==> src/rtl/cfg_loop_ctrl_pkg.sv <==
// cfg_loop_ctrl_pkg: shared FSM encoding and default widths for the loop controller
package cfg_loop_ctrl_pkg;
  typedef enum logic [1:0] {IDLE = 2'd0, LOAD = 2'd1, RUN = 2'd2, DONE = 2'd3} state_t;
  localparam int DEF_ROW_W = 4;
  localparam int DEF_BLK_W = 6;
  localparam int DEF_FRM_W = 4;
  localparam int DEF_PAT_W = 4;
  localparam int DEF_LAY_W = 4;
  localparam int STALL_W = 32;
endpackage

==> src/rtl/cfg_loop_cnt.sv <==
// cfg_loop_cnt: one odometer digit; counts up on inc and wraps to 0 after reaching bound
module cfg_loop_cnt #(
  parameter int W = 4
) (
  input  logic         clk,
  input  logic         rst_n,
  input  logic         clr,
  input  logic         inc,
  input  logic [W-1:0] bound,
  output logic [W-1:0] idx,
  output logic         wrap
);
  assign wrap = idx == bound;
  // index register: cleared on reset or run load, advanced on inc
  always_ff @(posedge clk) begin
    if (!rst_n || clr) idx <= '0;
    else if (inc) idx <= wrap ? '0 : idx + W'(1);
  end
endmodule

==> src/rtl/cfg_loop_ctrl.sv <==
// cfg_loop_ctrl: snapshots CFG_* bounds and walks layer>patch>frame>block>row, one handshaked step per row; CFG_LOOP_STALL_CNT_EN enables the backpressure counter
module cfg_loop_ctrl
  import cfg_loop_ctrl_pkg::*;
#(
  parameter int ROW_W = DEF_ROW_W,
  parameter int BLK_W = DEF_BLK_W,
  parameter int FRM_W = DEF_FRM_W,
  parameter int PAT_W = DEF_PAT_W,
  parameter int LAY_W = DEF_LAY_W
) (
  input  logic               clk,
  input  logic               rst_n,
  input  logic               start,
  input  logic [ROW_W-1:0]   CFG_LenRow,
  input  logic [BLK_W-1:0]   CFG_DepBlk,
  input  logic [BLK_W-1:0]   CFG_NumBlk,
  input  logic [FRM_W-1:0]   CFG_NumFrm,
  input  logic [PAT_W-1:0]   CFG_NumPat,
  input  logic [LAY_W-1:0]   CFG_NumLay,
  output logic               step_vld,
  input  logic               step_rdy,
  output logic [ROW_W-1:0]   idx_row,
  output logic [BLK_W-1:0]   idx_blk,
  output logic [FRM_W-1:0]   idx_frm,
  output logic [PAT_W-1:0]   idx_pat,
  output logic [LAY_W-1:0]   idx_lay,
  output logic [BLK_W-1:0]   dep_blk,
  output logic               last_row,
  output logic               last_blk,
  output logic               last_frm,
  output logic               last_pat,
  output logic               last_lay,
  output logic               busy,
  output logic               done,
  output logic [STALL_W-1:0] stall_cnt
);
  state_t state, state_nxt;
  logic [ROW_W-1:0] len_row;
  logic [BLK_W-1:0] num_blk;
  logic [FRM_W-1:0] num_frm;
  logic [PAT_W-1:0] num_pat;
  logic [LAY_W-1:0] num_lay;
  logic w_row, w_blk, w_frm, w_pat, w_lay;
  logic at_row, at_blk, at_frm, at_pat, at_lay;
  logic hs, adv, load;
  assign load = state == LOAD;
  assign hs = step_vld && step_rdy;
  assign at_row = w_row;
  assign at_blk = at_row && w_blk;
  assign at_frm = at_blk && w_frm;
  assign at_pat = at_frm && w_pat;
  assign at_lay = at_pat && w_lay;
  assign adv = hs && !at_lay;
  assign last_row = step_vld && at_row;
  assign last_blk = step_vld && at_blk;
  assign last_frm = step_vld && at_frm;
  assign last_pat = step_vld && at_pat;
  assign last_lay = step_vld && at_lay;
  cfg_loop_cnt #(.W(ROW_W)) u_row (.clk(clk), .rst_n(rst_n), .clr(load), .inc(adv), .bound(len_row), .idx(idx_row), .wrap(w_row));
  cfg_loop_cnt #(.W(BLK_W)) u_blk (.clk(clk), .rst_n(rst_n), .clr(load), .inc(adv && at_row), .bound(num_blk), .idx(idx_blk), .wrap(w_blk));
  cfg_loop_cnt #(.W(FRM_W)) u_frm (.clk(clk), .rst_n(rst_n), .clr(load), .inc(adv && at_blk), .bound(num_frm), .idx(idx_frm), .wrap(w_frm));
  cfg_loop_cnt #(.W(PAT_W)) u_pat (.clk(clk), .rst_n(rst_n), .clr(load), .inc(adv && at_frm), .bound(num_pat), .idx(idx_pat), .wrap(w_pat));
  cfg_loop_cnt #(.W(LAY_W)) u_lay (.clk(clk), .rst_n(rst_n), .clr(load), .inc(adv && at_pat), .bound(num_lay), .idx(idx_lay), .wrap(w_lay));
  // state register
  always_ff @(posedge clk) begin
    if (!rst_n) state <= IDLE;
    else state <= state_nxt;
  end
  // next state: start only honoured in IDLE, final handshake ends the run
  always_comb begin
    state_nxt = state == IDLE ? (start ? LOAD : IDLE) :
                state == LOAD ? RUN :
                state == RUN  ? (hs && at_lay ? DONE : RUN) : IDLE;
  end
  // state-decoded outputs
  always_comb begin
    step_vld = state == RUN;
    busy = state != IDLE;
    done = state == DONE;
  end
  // shadow bounds snapshot taken once per run
  always_ff @(posedge clk) begin
    if (!rst_n) begin
      len_row <= '0;
      dep_blk <= '0;
      num_blk <= '0;
      num_frm <= '0;
      num_pat <= '0;
      num_lay <= '0;
    end else if (load) begin
      len_row <= CFG_LenRow;
      dep_blk <= CFG_DepBlk;
      num_blk <= CFG_NumBlk;
      num_frm <= CFG_NumFrm;
      num_pat <= CFG_NumPat;
      num_lay <= CFG_NumLay;
    end
  end
`ifdef CFG_LOOP_STALL_CNT_EN
  // saturating count of cycles where a step is offered but not taken
  always_ff @(posedge clk) begin
    if (!rst_n || load) stall_cnt <= '0;
    else if (step_vld && !step_rdy && stall_cnt != '1) stall_cnt <= stall_cnt + STALL_W'(1);
  end
`else
  assign stall_cnt = '0;
`endif
endmodule
==> config.mk <==
export PLATFORM = sky130hd
export DESIGN_NAME = cfg_loop_ctrl
export DESIGN_NICKNAME = d
export VERILOG_FILES = /design/src/rtl/cfg_loop_ctrl_pkg.sv /design/src/rtl/cfg_loop_cnt.sv /design/src/rtl/cfg_loop_ctrl.sv
export SDC_FILE = /design/constraint.sdc
export NUM_CORES = 1
export LEC_CHECK = 0
export ABC_CLOCK_PERIOD_IN_PS = 4200
export CAP_MARGIN = 30
export CORE_AREA = 2 2 84 78
export DETAILED_ROUTE_END_ITERATION = 16
export DIE_AREA = 0 0 86 80
export PLACE_DENSITY = 0.84
export SYNTH_ARGS = -nofsm -noshare
export SYNTH_HDL_FRONTEND = slang
export SYNTH_SLANG_ARGS = --single-unit
==> constraint.sdc <==
create_clock -name clk -period 4.2 [get_ports clk]
set_clock_uncertainty 0.05 [all_clocks]
set_input_delay 1.26 -clock clk [delete_from_list [all_inputs] [get_ports clk]]
set_output_delay 1.26 -clock clk [all_outputs]
set_load 0.005 [all_outputs]
== Word-level counts from Yosys, hierarchy flattened ==
Cells that the tools add are included.

* Word-level logic and storage cells: 56
* Register bits after elaboration: 52
* Input bits: 32
* Output and inout port bits: 68

* Muxes and demuxes: 10
* Reductions and logical operators: 21
* Equal/unequal tests: 8
* Add/subtract/negate cells: 5

{| class="wikitable"
|+ Operators by type and width
! kind !! count
|-
| adder 4 x 1 -> 4 bit, second input constant || 4
|-
| equality test 4 bit || 4
|-
| logical AND 1 bit || 16
|-
| 2-to-1 mux 4 bit || 4
|-
| adder 6 x 1 -> 6 bit, second input constant || 1
|-
| equality test 6 bit || 1
|-
| 2-to-1 mux 2 bit || 3
|-
| 2-to-1 mux 6 bit || 1
|-
| equality test 2 bit, second input constant || 2
|-
| equality test 2 x 1 -> 1 bit, second input constant || 1
|-
| zero test 1 bit || 2
|-
| zero test 2 bit || 1
|-
| 2-to-1 mux 1 bit || 2
|-
| nonzero test 2 bit || 1
|-
| logical OR 1 bit || 1
|}

== Depth between registers and ports, before layout ==
* Word-level depth: 10
* Depth in mapped cells: 8
* Mapped depth without buffers: 7

== By module ==
A second synthesis with hierarchy kept.

* Cell total of the unflattened synthesis: 302
* Area total of the unflattened synthesis: 3,089.2 sq um

{| class="wikitable"
|+ Modules (own cells, without submodules)
! module !! area each (sq um) !! times used !! cells an instance !! seq. area each (sq um)
|-
| cfg_loop_ctrl || 1,531.5 || 1 || 153 || 600.6
|-
| cfg_loop_cnt at u_frm ... || 307.8 || 4 || 28 || 80.1
|-
| cfg_loop_cnt at u_blk || 326.6 || 1 || 37 || 120.1
|}

== Worst setup path before layout ==
Ideal clock, no wire load.

* Kind: reg-to-output
* From: register u_frm.idx[0]
* To: output last_lay
* Cell stages (with the launch flop): 5
* Setup slack: 1.444 ns
* Data required time: 2.890 ns
* Buffers on the path: 0
* Arrival time: 1.446 ns
* Path through: dfxtp_1 -> xnor2_1 -> nand4_2 -> nor3_1 -> and3_1

* Longest elaborated chain between the ends: 5

{| class="wikitable"
|+ Ends and longest elaborated chain
! what !! line !! RTL
|-
| start, declared || cfg_loop_cnt.sv:10 || <nowiki>output logic [W-1:0] idx,</nowiki>
|-
| start signal, assigned || cfg_loop_cnt.sv:17 || <nowiki>else if (inc) idx <= wrap ? '0 : idx + W'(1);</nowiki>
|-
| equality test 4 bit || cfg_loop_cnt.sv:13 || <nowiki>assign wrap = idx == bound;</nowiki>
|-
| logical AND 1 bit || cfg_loop_ctrl.sv:50 || <nowiki>assign at_frm = at_blk && w_frm;</nowiki>
|-
| logical AND 1 bit || cfg_loop_ctrl.sv:51 || <nowiki>assign at_pat = at_frm && w_pat;</nowiki>
|-
| logical AND 1 bit || cfg_loop_ctrl.sv:52 || <nowiki>assign at_lay = at_pat && w_lay;</nowiki>
|-
| logical AND 1 bit || cfg_loop_ctrl.sv:58 || <nowiki>assign last_lay = step_vld && at_lay;</nowiki>
|-
| end, declared || cfg_loop_ctrl.sv:32 || <nowiki>output logic last_lay,</nowiki>
|}

No other way between the ends.

== Final worst setup path ==
* From: register u_row.idx[1]
* To: output last_lay

* Longest elaborated chain between the ends: 6

{| class="wikitable"
|+ Ends and longest elaborated chain
! what !! line !! RTL
|-
| start, declared || cfg_loop_cnt.sv:10 ||
|-
| start signal, assigned || cfg_loop_cnt.sv:17 ||
|-
| equality test 4 bit || cfg_loop_cnt.sv:13 ||
|-
| logical AND 1 bit || cfg_loop_ctrl.sv:49 || <nowiki>assign at_blk = at_row && w_blk;</nowiki>
|-
| logical AND 1 bit || cfg_loop_ctrl.sv:50 ||
|-
| logical AND 1 bit || cfg_loop_ctrl.sv:51 ||
|-
| logical AND 1 bit || cfg_loop_ctrl.sv:52 ||
|-
| logical AND 1 bit || cfg_loop_ctrl.sv:58 ||
|}

No other way between the ends.

==> flow_summary.yaml <==
timing:
  rsz0062_at_grt: "false"
  layout_worst_path_cycle_share_pct: 90.2
  drv_slew: 0
  report.final.hold_viol_count: 0
  finalCriticalPeriod_ns: 3.79
  worst_slew_margin_rel_pct: 49.9
  fin_setup_tns_ns: 0
  fmaxAchievable_ghz: 0.264
  setup_violators_final: 0
  max_slew.worst_pin.slew_ns: 0.744
setup_path:
  highest_delay_cell_along_the_critical_path: "sky130_fd_sc_hd__clkdlybuf4s50_1"
  end_kind: "output pin"
  critical_path.cell_chain: "xnor2_1, nand4_1, nor3_1, and3_1, clkdlybuf4s50_1"
  critical_path_source_type: "flip-flop"
  critPathRequiredTime_ns: 2.89
  longest_individual_stage_delay_on_the_worst_path_ns: 0.51
  crit_path_category: "flip-flop to output pin"
  timing.critical_path.arrival_ns: 2.48
  worstPathMaxFanout: 8
  worst-r2r-cell-count: 6
clock_tree:
  insertion_delay_ns: 0.32
  cts-root-to-sink-buffers: 2
  cts_resized: 0
  tritoncts: "done"
  clk_root_buffer_cell: "sky130_fd_sc_hd__clkbuf_8"
  cts.clk_slew.worst_paths_ns: 0.11
  cts_inserted_buffers: 5
  cts.sinks: 52
  cts-htree-levels: 2
  cts_setup_buffers: 0
  count_of_hold_fix_buffers_inserted_at_cts: 0
synthesis:
  synthesized_flop_and_latch_total: 52
  mappedNetlistArea_sq_um: 2890
  post_synth_num_cell_types: 39
  yosysWarningCount: 0
  syn_avg_cell_area_sq_um: 8.92
  synth_enable_flop_cells: 0
  yosysSeqAreaShare_pct: 36.0
  async_flop_share_pct: 0
  dominantRegCellSynth: "sky130_fd_sc_hd__dfxtp_1"
  syn-instance-count: 324
route:
  drt_pass1_iterations: 4
  drc: 0
  viasPerCell: 5.28
  avgRoutedWirePerCell_um: 14.7
  routed-via-count: 2438
  final_antenna_net_count: 0
  drt_wl_total_um: 6790
  drtIter0Drc: 171
die:
  floorplan.die_area_sq_um: 6880
  coreArea_sq_um: 5980
  die_width_um: 86
  initial_core_utilization_pct: 48.3
  rows: 27
  vertical_die_dimension_um: 80
  boundaryPins: 100
final_layout:
  fill_cells: 497
  insertedDiodeCount: 0
  register_area_sq_um: 1040
  multiInputGateArea_sq_um: 1660
  final_net_count: 430
  final_layout_size_suffix_gt1_share_pct: 4.62
  flow.area_growth_from_synthesis_pct: 24.8
  final_core_util_pct: 60.3
  layoutNonFillerInstCount: 462
min_path:
  timing.hold.worst.class: "flip-flop to flip-flop"
  timing.hold.worst_path_depth: 2
global_route:
  grt_max_degree: 32
  grt_usage_pct: 20.0
  grt_first_pass_wirelength_um: 10900
  initial_antenna_violation_count: 0
  global_route.overflow_total: 0
  first_global_vias: 2252
run:
  drv.max_cap_violation_count: 0
place:
  number_of_port_buffers: 67
  place.detailed.hpwl_um: 5080
  place_inst: 454
  routabilityCongestion: 0.842
power_and_ir_drop:
  p_leak_nw: 1.27
  design_power_total_w: 0.000993
  ir_worst_vdd_mv: 0.181
  pwr_density_cell_nw_per_um2: 275
status:
  status: "finished clean"
## cell usage after synthesis (2+ instances only)
cell | number | area [sq um]
sky130_fd_sc_hd__nand2_1 | 22 | 82.6
sky130_fd_sc_hd__mux2i_1 | 30 | 300
sky130_fd_sc_hd__nor3_1 | 6 | 30.0
sky130_fd_sc_hd__a21oi_1 | 14 | 70.1
sky130_fd_sc_hd__a21o_1 | 2 | 15.0
sky130_fd_sc_hd__o31ai_1 | 2 | 15.0
sky130_fd_sc_hd__xnor2_1 | 21 | 184
sky130_fd_sc_hd__nand3_1 | 13 | 65.1
sky130_fd_sc_hd__clkbuf_1 | 11 | 41.3
sky130_fd_sc_hd__nor2b_1 | 31 | 194
sky130_fd_sc_hd__nand4_2 | 2 | 25.0
sky130_fd_sc_hd__nor4_1 | 2 | 12.5
sky130_fd_sc_hd__and4_1 | 3 | 26.3
sky130_fd_sc_hd__dfxtp_1 | 52 | 1040
sky130_fd_sc_hd__or4_1 | 2 | 15.0
sky130_fd_sc_hd__and3_1 | 2 | 12.5
sky130_fd_sc_hd__nand3b_1 | 2 | 15.0
sky130_fd_sc_hd__nand2b_1 | 2 | 12.5
sky130_fd_sc_hd__inv_1 | 6 | 22.5
sky130_fd_sc_hd__nand4_1 | 5 | 31.3
sky130_fd_sc_hd__nand4b_1 | 2 | 17.5
sky130_fd_sc_hd__ha_1 | 9 | 113
sky130_fd_sc_hd__o21ai_0 | 15 | 75.1
sky130_fd_sc_hd__buf_4 | 32 | 240
sky130_fd_sc_hd__or3_1 | 6 | 37.5
sky130_fd_sc_hd__nor2_1 | 9 | 33.8
sky130_fd_sc_hd__o22ai_1 | 2 | 12.5
sky130_fd_sc_hd__a311oi_1 | 3 | 26.3
sky130_fd_sc_hd__a31oi_1 | 4 | 25.0
sky130_fd_sc_hd__and2_1 | 3 | 18.8
## metal layers
| metal | GRT usage, % | part of all wire [%] | vias to the layer above |
|---|---|---|---|
| met2 | 31.6 | 46 | 94 |
| met1 | 25.6 | 44 | 1145 |
| met3 | 5.07 | 7.3 | 12 |
| met4 | 8.73 | 2.3 | 0 |
| met5 | 0 | 0 | - |
| li1 | - | - | 1187 |
## cells by family after synthesis
family,synth area share (%)
buffers and inverters,10.7
flip-flops,36.0
multiplexers,10.4
AND/OR/NAND/NOR,22.6
XOR/XNOR,6.93
adder cells (fa/ha/maj),3.90
other,0.130
AO/OA/AOI/OAI,9.39
## final timing paths
check	from	endpoint	slack (ns)
setup / recovery	u_row.idx[1]	last_lay	0.41
hold / removal	dep_blk[4]	dep_blk[4]	0.48
setup reg to reg	state[0]	u_lay.idx[3]	1.77
hold reg to reg	dep_blk[4]	dep_blk[4]	0.48
## state kept, by name, summed over array words and instances (netlist names)
| register | count |
|---|---|
| dep_blk | 6 |
| num_blk | 6 |
| u_blk.idx | 6 |
| len_row | 4 |
| num_frm | 4 |
| num_lay | 4 |
| num_pat | 4 |
| u_frm.idx | 4 |
| u_lay.idx | 4 |
| u_pat.idx | 4 |
| u_row.idx | 4 |
| state | 2 |
## power by group
part | switching [W] | internal [W]
Combinational | 0.0000909 | 0.0000798
Sequential | 0.0000101 | 0.000507
Clock | 0.000183 | 0.000122
Total | 0.000284 | 0.000709
## stage by stage
stage	worst slack [ns]	cell area, sq um	hold WS, ns
after floorplan	1.44	3010	0.443
after global placement	0.864	3510	0.446
after detailed placement	0.800	3510	0.454
after CTS	0.439	3610	0.472
after global routing	0.293	3610	0.505
final	0.412	3610	0.480
## area by class of cell
| cell class | instances | area share, % |
|---|---|---|
| multi-input combinational | 253 | 46.0 |
| sequential | 52 | 28.8 |
| timing repair buffer | 71 | 19.4 |
| tap | 72 | 2.50 |
| clock buffer | 5 | 1.91 |
| clock inverter | 3 | 0.728 |
| inverter | 6 | 0.624 |
## cells in the final DEF, fill, tap and decap left out, types with 5 or more instances in the layout
cell type                         synthesis  routed
sky130_fd_sc_hd__a21oi_1                 14      14
sky130_fd_sc_hd__clkbuf_8                 0       5
sky130_fd_sc_hd__clkdlybuf4s50_1          0      67
sky130_fd_sc_hd__conb_1                   1      32
sky130_fd_sc_hd__dfxtp_1                 52      52
sky130_fd_sc_hd__ha_1                     9       8
sky130_fd_sc_hd__inv_1                    6       6
sky130_fd_sc_hd__mux2i_1                 30      30
sky130_fd_sc_hd__nand2_1                 22      22
sky130_fd_sc_hd__nand3_1                 13      13
sky130_fd_sc_hd__nand4_1                  5       5
sky130_fd_sc_hd__nor2_1                   9       9
sky130_fd_sc_hd__nor2b_1                 31      31
sky130_fd_sc_hd__nor3_1                   6       6
sky130_fd_sc_hd__o21ai_0                 15      15
sky130_fd_sc_hd__or3_1                    6       6
sky130_fd_sc_hd__xnor2_1                 21      21
## worst max-delay path: cells and delay by family, from the launching register on
kind / cells / cell delay (ns)
xor+xnor: 1 / 0.17
buf+inv: 1 / 0.51
flops: 1 / 0.45
simple gates: 3 / 1.03
No activity file was read; power rests on OpenSTA's default activity.
